### config.mk
export PLATFORM = sky130hd
export DESIGN_NAME = miss_mem_arbiter
export DESIGN_NICKNAME = d
export VERILOG_FILES = /design/src/rtl/miss_mem_arbiter.sv
export SDC_FILE = /design/constraint.sdc
export NUM_CORES = 1
export LEC_CHECK = 0
export CAP_MARGIN = 20
export CORE_AREA = 10 10 324 326
export CTS_BUF_LIST = sky130_fd_sc_hd__clkbuf_16
export DETAILED_ROUTE_END_ITERATION = 7
export DIE_AREA = 0 0 334 336
export PLACE_DENSITY = 0.48
export SLEW_MARGIN = 20
export SYNTH_ARGS = -nofsm -noshare
export SYNTH_HDL_FRONTEND = slang
export SYNTH_SLANG_ARGS = --single-unit
### constraint.sdc
create_clock -name clock -period 2.7 [get_ports clock]
set_input_delay 0.54 -clock clock [delete_from_list [all_inputs] [get_ports clock]]
set_output_delay 0.54 -clock clock [all_outputs]
set_load 0.01 [all_outputs]
### src/rtl/miss_mem_arbiter.sv
// Arbitrates I$ and D$ miss traffic onto one memory port, one transaction in flight,
// with round-robin fairness and a response timeout that turns a hung access into a bus error.
module miss_mem_arbiter #(
    parameter int LINE_W  = 128,
    parameter int ADDR_W  = 20,
    parameter int THR_W   = 2,
    parameter int TIMEOUT = 64
) (
    input  logic              clock,
    input  logic              reset,
    input  logic              ic_req_valid,
    input  logic [ADDR_W-1:0] ic_req_addr,
    input  logic              ic_req_is_store,
    input  logic [LINE_W-1:0] ic_req_data,
    input  logic [THR_W-1:0]  ic_req_thread,
    input  logic              dc_req_valid,
    input  logic [ADDR_W-1:0] dc_req_addr,
    input  logic              dc_req_is_store,
    input  logic [LINE_W-1:0] dc_req_data,
    input  logic [THR_W-1:0]  dc_req_thread,
    output logic              ic_rsp_valid,
    output logic [LINE_W-1:0] ic_rsp_data,
    output logic              ic_rsp_error,
    output logic [THR_W-1:0]  ic_rsp_thread,
    output logic              dc_rsp_valid,
    output logic [LINE_W-1:0] dc_rsp_data,
    output logic              dc_rsp_error,
    output logic [THR_W-1:0]  dc_rsp_thread,
    output logic              mem_req_valid,
    input  logic              mem_req_ready,
    output logic [ADDR_W-1:0] mem_req_addr,
    output logic              mem_req_is_store,
    output logic [LINE_W-1:0] mem_req_data,
    input  logic              mem_rsp_valid,
    input  logic [LINE_W-1:0] mem_rsp_data,
    input  logic              mem_rsp_error,
    output logic              protocol_err
);
    localparam int CNT_W = $clog2(TIMEOUT);

    typedef enum logic [1:0] {IDLE, ISSUE, WAIT, RESP} state_e;

    state_e             state_q, state_d;
    logic               owner_q, owner_d;          // 0 = I$, 1 = D$
    logic               last_grant_q, last_grant_d;
    logic [CNT_W-1:0]   cnt_q, cnt_d;
    logic [LINE_W-1:0]  rdata_q, rdata_d;
    logic               rerr_q, rerr_d;
    logic               perr_q;

    logic [1:0]         req_v, slot_v, slot_st, drop;
    logic [ADDR_W-1:0]  req_addr [2];
    logic [ADDR_W-1:0]  slot_addr [2];
    logic               req_st [2];
    logic [LINE_W-1:0]  req_data [2];
    logic [LINE_W-1:0]  slot_data [2];
    logic [THR_W-1:0]   req_thr [2];
    logic [THR_W-1:0]   slot_thr [2];

    assign req_v       = {dc_req_valid, ic_req_valid};
    assign req_addr[0] = ic_req_addr;
    assign req_addr[1] = dc_req_addr;
    assign req_st[0]   = ic_req_is_store;
    assign req_st[1]   = dc_req_is_store;
    assign req_data[0] = ic_req_data;
    assign req_data[1] = dc_req_data;
    assign req_thr[0]  = ic_req_thread;
    assign req_thr[1]  = dc_req_thread;

    // One-deep pending slot per source; the owner's RESP clear is applied before a new capture.
    for (genvar gi = 0; gi < 2; gi++) begin : g_slot
        logic              clr, occ;
        logic              v_q, st_q;
        logic [ADDR_W-1:0] addr_q;
        logic [LINE_W-1:0] data_q;
        logic [THR_W-1:0]  thr_q;

        assign clr      = (state_q == RESP) && (owner_q == 1'(gi));
        assign occ      = v_q && !clr;
        assign drop[gi] = req_v[gi] && occ;

        always_ff @(posedge clock or negedge reset) begin
            if (!reset) begin
                v_q    <= 1'b0;
                st_q   <= 1'b0;
                addr_q <= '0;
                data_q <= '0;
                thr_q  <= '0;
            end else begin
                if (clr) v_q <= 1'b0;
                if (req_v[gi] && !occ) begin
                    v_q    <= 1'b1;
                    st_q   <= req_st[gi];
                    addr_q <= req_addr[gi];
                    data_q <= req_data[gi];
                    thr_q  <= req_thr[gi];
                end
            end
        end

        assign slot_v[gi]    = v_q;
        assign slot_st[gi]   = st_q;
        assign slot_addr[gi] = addr_q;
        assign slot_data[gi] = data_q;
        assign slot_thr[gi]  = thr_q;
    end

    always_ff @(posedge clock or negedge reset) begin
        if (!reset) begin
            state_q      <= IDLE;
            owner_q      <= 1'b0;
            last_grant_q <= 1'b1;
            cnt_q        <= '0;
            rdata_q      <= '0;
            rerr_q       <= 1'b0;
            perr_q       <= 1'b0;
        end else begin
            state_q      <= state_d;
            owner_q      <= owner_d;
            last_grant_q <= last_grant_d;
            cnt_q        <= cnt_d;
            rdata_q      <= rdata_d;
            rerr_q       <= rerr_d;
            if (|drop) perr_q <= 1'b1;
        end
    end

    always_comb begin
        state_d      = state_q;
        owner_d      = owner_q;
        last_grant_d = last_grant_q;
        cnt_d        = cnt_q;
        rdata_d      = rdata_q;
        rerr_d       = rerr_q;
        case (state_q)
            IDLE: begin
                if (|slot_v) begin
                    owner_d      = (&slot_v) ? ~last_grant_q : slot_v[1];
                    last_grant_d = owner_d;
                    state_d      = ISSUE;
                end
            end
            ISSUE: begin
                if (mem_req_ready) begin
                    cnt_d   = '0;
                    state_d = WAIT;
                end
            end
            WAIT: begin
                cnt_d = cnt_q + CNT_W'(1);
                // A real response wins over a timeout landing in the same cycle.
                if (mem_rsp_valid) begin
                    rdata_d = slot_st[owner_q] ? '0 : mem_rsp_data;
                    rerr_d  = mem_rsp_error;
                    state_d = RESP;
                end else if (cnt_q == CNT_W'(TIMEOUT - 1)) begin
                    rdata_d = '0;
                    rerr_d  = 1'b1;
                    state_d = RESP;
                end
            end
            default: state_d = IDLE;
        endcase
    end

    always_comb begin
        mem_req_valid    = (state_q == ISSUE);
        mem_req_addr     = mem_req_valid ? slot_addr[owner_q] : '0;
        mem_req_is_store = mem_req_valid && slot_st[owner_q];
        mem_req_data     = mem_req_valid ? slot_data[owner_q] : '0;
        ic_rsp_valid     = (state_q == RESP) && !owner_q;
        dc_rsp_valid     = (state_q == RESP) && owner_q;
        ic_rsp_data      = ic_rsp_valid ? rdata_q : '0;
        ic_rsp_error     = ic_rsp_valid && rerr_q;
        ic_rsp_thread    = ic_rsp_valid ? slot_thr[0] : '0;
        dc_rsp_data      = dc_rsp_valid ? rdata_q : '0;
        dc_rsp_error     = dc_rsp_valid && rerr_q;
        dc_rsp_thread    = dc_rsp_valid ? slot_thr[1] : '0;
        protocol_err     = perr_q;
    end
endmodule

# Yosys cells after proc, flatten, opt, wreduce, memory -nomap -nowiden
# Cells that the tools add are included.
# totals
regBits	444
output_inout_bits	415
inputBits	437
# op_classes
bitwise	3
muxes	31
magnitude_cmp	2
n_addsub	1
eq_ne	7
reduce_logical	29
# ops
operator	n
$mux W128	9
$mux W20	4
$logic_and A1 B1 Y1	12
$mux W2	6
$pmux W6 S2	1
$mux W1	9
$reduce_and A2 Y1	4
$reduce_bool A2 Y1	4
$add A6 B1 Y6 const B	1
$eq A6 B6 Y1 const B	1
$mux W6	1
$pmux W2 S3	1
$logic_not A1 Y1	5
$eq A2 B2 Y1 const B	2
$reduce_or A2 Y1	2
$ne A3 B3 Y1 const B	1
$reduce_and A3 Y1	1
$eq A2 B1 Y1 const B	1
$ge A2 B2 Y1 const B	1
$logic_not A2 Y1	1
$lt A1 B2 Y1 const B	1
$ne A2 B1 Y1 const B	1
$ne A2 B2 Y1 const B	1
$not A1 Y1	2
$not A1 Y2	1

# Logic depth before layout (Yosys ltp)
# Gate-level depths: netlist of the first run.
# depth
ltp_word	7
depth_mapped	8

# Worst setup path before layout of the first run
# Ideal clock, no wire load.
# synth_path
kind	register to output
start	register state_q[1]
end	output ic_rsp_data[100]
arrival_time_ns	1.537
path_buffers	3
stages_incl_launch_ff	8
t_required_ns	2.160
slack_ns	0.623
path_cell_list	dfrtp_1 > ha_1 > buf_2 > nand2b_1 > inv_1 > clkbuf_1 > clkbuf_1 > and2_1
# synth_via
elab_chain_cells	3
# synth_rtl
item	line_no	source
start, declared	43	state_e state_q, state_d;
start signal, assigned	118	state_q <= state_d;
$eq A2 B2 Y1	171	ic_rsp_valid = (state_q == RESP) && !owner_q;
$logic_and A1 B1 Y1	171	
$mux W128	173	ic_rsp_data = ic_rsp_valid ? rdata_q : '0;
end, declared	22	output logic [LINE_W-1:0] ic_rsp_data,
# Every way passes these cells.

# Worst setup path in the final report of the first run
# layout_path
start	register state_q[0]
end	output ic_rsp_data[59]
# Same word-level chain as after synthesis.

==> results by group, run 1 <==
Die
  • IO Pins: 852
  • Initial core utilization: 21.0%
  • Core ar.: 98100 um^2
  • Rows: 115
  • Die ar.: 112000 um^2
  • Die width: 334 um
  • Die Y: 336 um

GRT
  • Initial antenna violation count: 32
  • Number of global-route vias before repair: 18700
  • Largest net degree at the start of global routing: 78
  • Total grt overflow: 0
  • GRT Util Overall: 17.0%
  • First-pass GRT wire length: 141000 um

Timing
  • Final setup fails: 26
  • Slew at the pin with the worst max-slew slack: 0.622 ns
  • Fin Setup TNS: -0.713 ns
  • Hold Fails Final Rpt: 0
  • Period utilization: 103%
  • Setup slack after layout: -0.0877 ns
  • RSZ-0062 raised after global routing: yes
  • Final Max Tran Viols: 0
  • Min Hold Slack: 0.481 ns
  • F_max: 359 MHz
  • Clk_skew: 0.0255 ns
  • Fin crit period: 2.79 ns
  • Rel. slew slack: 58.5%

Logic synthesis
  • Yosys reg bits: 444
  • Async SR Flop Fraction: 100%
  • Synthesized area per cell: 12.5 um^2
  • Top-area cell type share of the netlist area: 53.9%
  • Area of the mapped netlist: 20600 um^2
  • Synthesized Nets: 2085
  • Post-Synthesis Cells: 1643
  • Seq/Total Area, Yosys: 54.0%
  • Prevailing post-synth register cell: dfrtp_1
  • Synth area leader: dfrtp_1
  • Synth unique cells: 34
  • Top cells by area, synth: dfrtp_1 (54%), mux2_2 (9.9%), mux2i_1 (7.3%)
  • YS warnings: 0
  • Post-synth EDFFs: 0

Routing
  • Starting DRT DRC Count: 915
  • Post-route ant nets: 0
  • Drt drc: 0
  • Via density: 4.43
  • Via count: 17300
  • First-pass iteration count of the detailed router: 4
  • Routed WL: 104000 um
  • Routed len/inst: 26.5 um

Clocking
  • H-tree Lvls: 2
  • Clock root cell: clkbuf_16
  • TritonCTS buffer count: 54
  • CTS tree: done
  • Clock transition at the registers of the reported paths: 0.06 ns
  • Clk buf depth: 3
  • CTS Sinks: 444
  • Skew-Pair Late Insertion Delay: 0.61 ns

Status
  • Status: finished, violations left
  • Failing checks: setup timing

Worst setup path
  • Crit end category: output port
  • Crit path max fanout: 8
  • Most frequent cell on the critical path: buf_12
  • Worst path required time: 2.16 ns
  • Crit-path max cell delay: 0.45 ns
  • Crit-path cells: ha_4 > buf_12 > nand2b_4 > clkinv_8 > buf_12 > buf_4 > buf_8 > and2_1 > buf_6
  • Critical path launch point type: flop
  • Reg2Reg Setup Slack: 0.28 ns
  • Slowest CP cell: dfrtp_2
  • Crit Path Class: flop to output port
  • CP arrival: 2.25 ns
  • Crit-path leading delay family: buffers and inverters
  • Crit path buf inv count: 6

Power and ir drop
  • Lkg Pwr: 15.8 nW
  • Worst vdd ir: 0.000454 V
  • Cell Pwr Density: 1100 nW/um^2
  • Power Total: 37.3 mW

Place
  • Placed cells: 3729
  • Dpl hpwl: 74200 um
  • IO Port Bufs: 851
  • Post-Place Worst Slack: 0.0820 ns
  • GPL Wtd Cong: 0.826
  • DP Area: 31100 um^2

Cells and area
  • P&R area growth vs syn: 64.1%
  • Layout Cells excl Fill: 3910
  • Finished Cell Area: 33800 um^2
  • Post-Route Utilization: 34.4%
  • Share of post-route cells with drive strength above 1: 33.1%
  • Layout Nets: 3010

Flow run
  • Max-cap check violation count: 0

Worst hold path
  • HP Class: input port to asynchronous set/reset pin
[layout by cell type (no fill, tap or decap), types with 5 or more instances in the layout]
cell type	instances
dlygate4sd2_1	98
clkdlybuf4s15_1	15
mux2i_4	37
mux2_2	180
buf_6	89
clkbuf_16	64
nand2_1	10
clkinv_1	20
and2_1	69
mux2i_2	23
inv_1	12
nor2_2	17
mux2_1	124
buf_2	130
a22o_1	128
and2_4	62
buf_12	39
nor2_1	137
bufinv_16	5
clkbuf_2	90
buf_8	5
clkdlybuf4s15_2	5
buf_4	64
diode_2	12
buf_16	20
clkdlybuf4s50_1	436
nand3_1	6
mux2i_1	91
dfrtp_1	441
and3_1	131
clkinv_2	5
[power by group]
| group | leakage (nW) | switching (mW) | internal, mW |
|---|---|---|---|
| clock | 0.857 | 2.99 | 4.08 |
| combinational | 9.52 | 8.04 | 9.39 |
| sequential | 5.42 | 2.77 | 10.0 |
[logic make-up after synthesis]
logic type	Yosys count	synth area share [%]
buffers and inverters	145	4.05
muxes	455	24.0
and+or+nand+nor	447	11.5
AOI/OAI and AO/OA	147	6.11
adders and majority gates	5	0.304
DFF	444	54.0
[cell type report]
class | count | area, um^2
Antenna cell | 12 | 30.0
Fill cell | 9828 | 64400
Timing Repair inverter | 2 | 20.0
Clock inverter | 45 | 337
Clock buffer | 54 | 1350
Tap cell | 1287 | 1610
Timing Repair Buffer | 1006 | 9770
Multi-Input combinational cell | 1054 | 9470
Sequential cell | 444 | 11100
Inverter | 6 | 61.3
[worst paths after layout]
| path | from | to | cells past startpoint |
|---|---|---|---|
| hold / removal | reset | g_slot[0].data_q[71] | 2 |
| setup reg to reg | owner_q | g_slot[1].data_q[92] | 8 |
| min in group clock | g_slot[0].data_q[0] | g_slot[0].data_q[0] | 1 |
| hold reg to reg | g_slot[0].data_q[0] | g_slot[0].data_q[0] | 1 |
| setup / recovery | state_q[0] | ic_rsp_data[59] | 9 |
| max in group asynchronous | reset | g_slot[1].data_q[1] | 4 |
[state kept, by name, indices dropped and copies added, names as in the netlist]
signal,count
g_slot.thr_q,4
g_slot.st_q,2
protocol_err,1
state_q,2
cnt_q,6
rerr_q,1
g_slot.v_q,2
g_slot.addr_q,40
last_grant_q,1
owner_q,1
rdata_q,128
g_slot.data_q,256
[per-layer routing]
| layer | vias up | global-route usage (%) | wire (um) | share of wire, % |
|---|---|---|---|---|
| met2 | 620 | 29.9 | 52800 | 51 |
| met1 | 8837 | 19.3 | 40000 | 39 |
| met3 | 145 | 5.68 | 7820 | 7.6 |
| li1 | 7692 | - | - | - |
| met5 | - | 0 | 217 | 0.21 |
| met4 | 32 | 5.53 | 2760 | 2.7 |
[cells in the mapped netlist, types with 3 or more instances]
master      n
nor2_1    157
and3_1    133
inv_1       4
mux2i_1   151
buf_6      30
ha_1        5
clkbuf_1   62
mux2_1    124
buf_2      45
nand2_1    10
a21oi_1     4
and2_1    131
dfrtp_1   443
nand2b_1    3
mux2_2    180
a22o_1    128
nand3_1     6
o311ai_0    3
o21ai_0     3
[timing repair]
item,4_1_cts,5_1_grt
hold buffers,1,0
endpoints found under the setup margin,414,257
gates cloned,18,14
gates resized for setup,1104,495
pin swaps,15,29
hold endpoints to repair,43,0
buffers inserted,31,21
(Power assumes the default switching activity.)
==> run 2: changes to the inputs <==
Settings changed: SKIP_LAST_GASP from default to 1.
==> run 2 against run 1 <==
The flow still finishes with violations (setup timing). Worst setup slack worse by 0.051 ns. Routed wire length is 1.2% higher. Cell area is 2.0% higher. Critical endpoint is now ic_rsp_data[32]. Clock power hardly changed. Non-clock buffer count is 22 higher. Critical path type unchanged. Worst hold slack hardly changed. Combinational power is 5% higher. Total power is 2.3% higher. Sequential share of layout area is 0.65 points lower. Highest routed layer unchanged. Flip-flop and latch count stayed put. First-iteration DRC count is 8.0% higher.
==> results by group, run 2 (synthesis results as in run 1) <==
GRT
  • GRT Util Overall: 17.0% (about the same)
  • Number of global-route vias before repair: 18600 (-0.10%)
  • Largest net degree at the start of global routing: 78 (unchanged)
  • Total grt overflow: 0 (unchanged)
  • Initial antenna violation count: 32 (unchanged)
  • First-pass GRT wire length: 141000 um (about the same)

Cells and area
  • P&R area growth vs syn: 67.4%
  • Largest registers: g_slot.data_q x256, rdata_q x128, g_slot.addr_q x40
  • Number of flip-flops under the largest register name: 256 (unchanged)
  • Layout Nets: 3032 (+0.73%)
  • Post-Route Utilization: 35.1% (+0.70 points)
  • Sequential cell area: 11100 um^2 (unchanged)
  • Footprint of the multi-input gates: 9600 um^2 (+1.3%)
  • Share of post-route cells with drive strength above 1: 34.0% (+0.90 points)
  • # fillers: 9732 (-0.98%)
  • Largest Register: g_slot.data_q
  • Commonest non-fill, non-tap cell in the layout: dfrtp_1
  • Layout Cells excl Fill: 3933 (+0.59%)
  • Most frequent cells in the layout: dfrtp_1 (441), clkdlybuf4s50_1 (439), mux2_2 (180)

Power and ir drop
  • Lkg Pwr: 16.4 nW (+3.9%)
  • Worst vdd ir: 0.000528 V (+16%)
  • Cell Pwr Density: 1110 nW/um^2 (+0.31%)

Status
  • Status: finished, violations left
  • Failing checks: setup timing

Worst setup path
  • Crit Path Class: flop to output port
  • Crit path max fanout: 7 (-1)
  • Crit-path cells: ha_4 > buf_12 > nand2b_4 > clkinv_8 > buf_12 > clkbuf_16 > buf_4 > and2_4 > buf_2
  • Slowest CP cell: dfrtp_2
  • Crit-path max cell delay: 0.44 ns (about the same)
  • Crit end category: output port
  • Reg2reg path depth: 9 (+1)
  • Critical path launch point type: flop
  • Worst path required time: 2.16 ns (about the same)
  • CP arrival: 2.30 ns (+0.05 ns)
  • Most frequent cell on the critical path: buf_12

Clocking
  • CTS tree: done
  • Clock transition at the registers of the reported paths: 0.06 ns (about the same)
  • H-tree Lvls: 2 (unchanged)
  • CTS Sinks: 444 (unchanged)
  • Clk buf depth: 3 (unchanged)
  • Skew-Pair Late Insertion Delay: 0.61 ns (about the same)
  • Clock root cell: clkbuf_16
  • TritonCTS buffer count: 54 (unchanged)

Die
  • Core ar.: 98100 um^2 (unchanged)
  • Initial core utilization: 21.0% (unchanged)
  • IO Pins: 852 (unchanged)
  • Die ar.: 112000 um^2 (unchanged)
  • Die width: 334 um (unchanged)
  • Die Y: 336 um (unchanged)
  • Rows: 115 (unchanged)

Timing
  • Final Max Tran Viols: 0 (unchanged)
  • RSZ-0062 raised after global routing: yes
  • Slew at the pin with the worst max-slew slack: 0.625 ns (+0.00282 ns)
  • Period utilization: 105% (+1.9 points)
  • Hold Fails Final Rpt: 0 (unchanged)
  • Fin crit period: 2.84 ns (+0.0511 ns)
  • Setup slack after layout: -0.139 ns (-0.0511 ns)
  • Final setup fails: 143 (+450%)
  • F_max: 352 MHz (-1.8%)
  • Rel. slew slack: 58.3% (-0.19 points)
  • Clk_skew: 0.0278 ns (+0.00233 ns)

Routing
  • Drt drc: 0 (unchanged)
  • First-pass iteration count of the detailed router: 4 (unchanged)
  • Routed WL: 105000 um (+1.2%)
  • Via count: 17400 (+0.48%)
  • Post-route ant nets: 0 (unchanged)
  • Starting DRT DRC Count: 988 (+8.0%)
  • Via density: 4.43 (-0.11%)
  • Routed len/inst: 26.6 um (+0.59%)

Worst hold path
  • HP Class: input port to asynchronous set/reset pin

Flow run
  • Max-cap check violation count: 0 (unchanged)

Place
  • Dpl hpwl: 74200 um (unchanged)
  • GPL Wtd Cong: 0.826 (unchanged)
  • Placed cells: 3729 (unchanged)
  • IO Port Bufs: 851 (unchanged)
-- run 2: where the power goes --
part	switching (mW)	internal (mW)	leakage (nW)
registers	2.82	10.0	5.42
clock network	3.01	4.09	0.857
logic	8.26	9.96	10.1
total	14.1	24.1	16.4
-- run 2: what timing repair did --
item | 4_1_cts | 5_1_grt
resized for setup | 997 | 618
pin swaps | 12 | 36
cloned | 18 | 18
hold buffers | 1 | 0
endpoints found under the hold margin | 43 | 0
setup endpoints to repair | 414 | 286
setup buffers | 31 | 40
-- run 2: final timing paths --
| check | startpoint | end | slack (ns) |
|---|---|---|---|
| min in group clock | g_slot[0].data_q[0] | g_slot[0].data_q[0] | 0.48 |
| max in group asynchronous | reset | g_slot[1].data_q[1] | 1.26 |
| worst max-delay path | state_q[0] | ic_rsp_data[32] | -0.14 |
| worst min-delay path | reset | g_slot[0].data_q[71] | 0.48 |
| worst max register to register | state_q[0] | g_slot[1].data_q[92] | 0.19 |
| worst min register to register | g_slot[0].data_q[0] | g_slot[0].data_q[0] | 0.48 |
-- run 2: cell type report --
class                   instances  area share [%]
flip-flops and latches        444            32.3
repair buffers               1028            30.0
multi-input cells            1054            27.9
well taps                    1287            4.67
clock buffers                  54            3.92
clock inverters                45           0.977
inverters                       6           0.178
diodes                         13          0.0944
repair inverters                2          0.0581
-- run 2: routing by layer --
metal | part of all wire, % | track usage [%] | wire length [um]
met3 | 7.5 | 5.60 | 7870
met5 | 0.18 | 0 | 185
met2 | 50 | 30.0 | 52800
met1 | 39 | 19.3 | 40800
met4 | 2.9 | 5.44 | 3080
-- run 2: critical path, delay by kind of cell (launching register included) --
family	cells	cell delay, ns
and+or+nand+nor	2	0.24
buffers and inverters	6	0.79
adders and majority gates	1	0.20
DFF	1	0.44
-- run 2: through the flow --
step           instance area (um^2)  total power [mW]  hold slack, ns  TNS (ns)  setup WS (ns)
6_report                      34500              38.2           0.481     -4.17         -0.139
5_1_grt                       34400              40.3           0.487    -22.70         -0.216
4_1_cts                       33200              36.6           0.448    -30.65         -0.229
3_5_place_dp                  31100              27.5           0.474         0         0.0820
3_3_place_gp                  31100              27.2           0.466         0         0.0586
2_1_floorplan                 20600              19.9           0.244         0          0.623
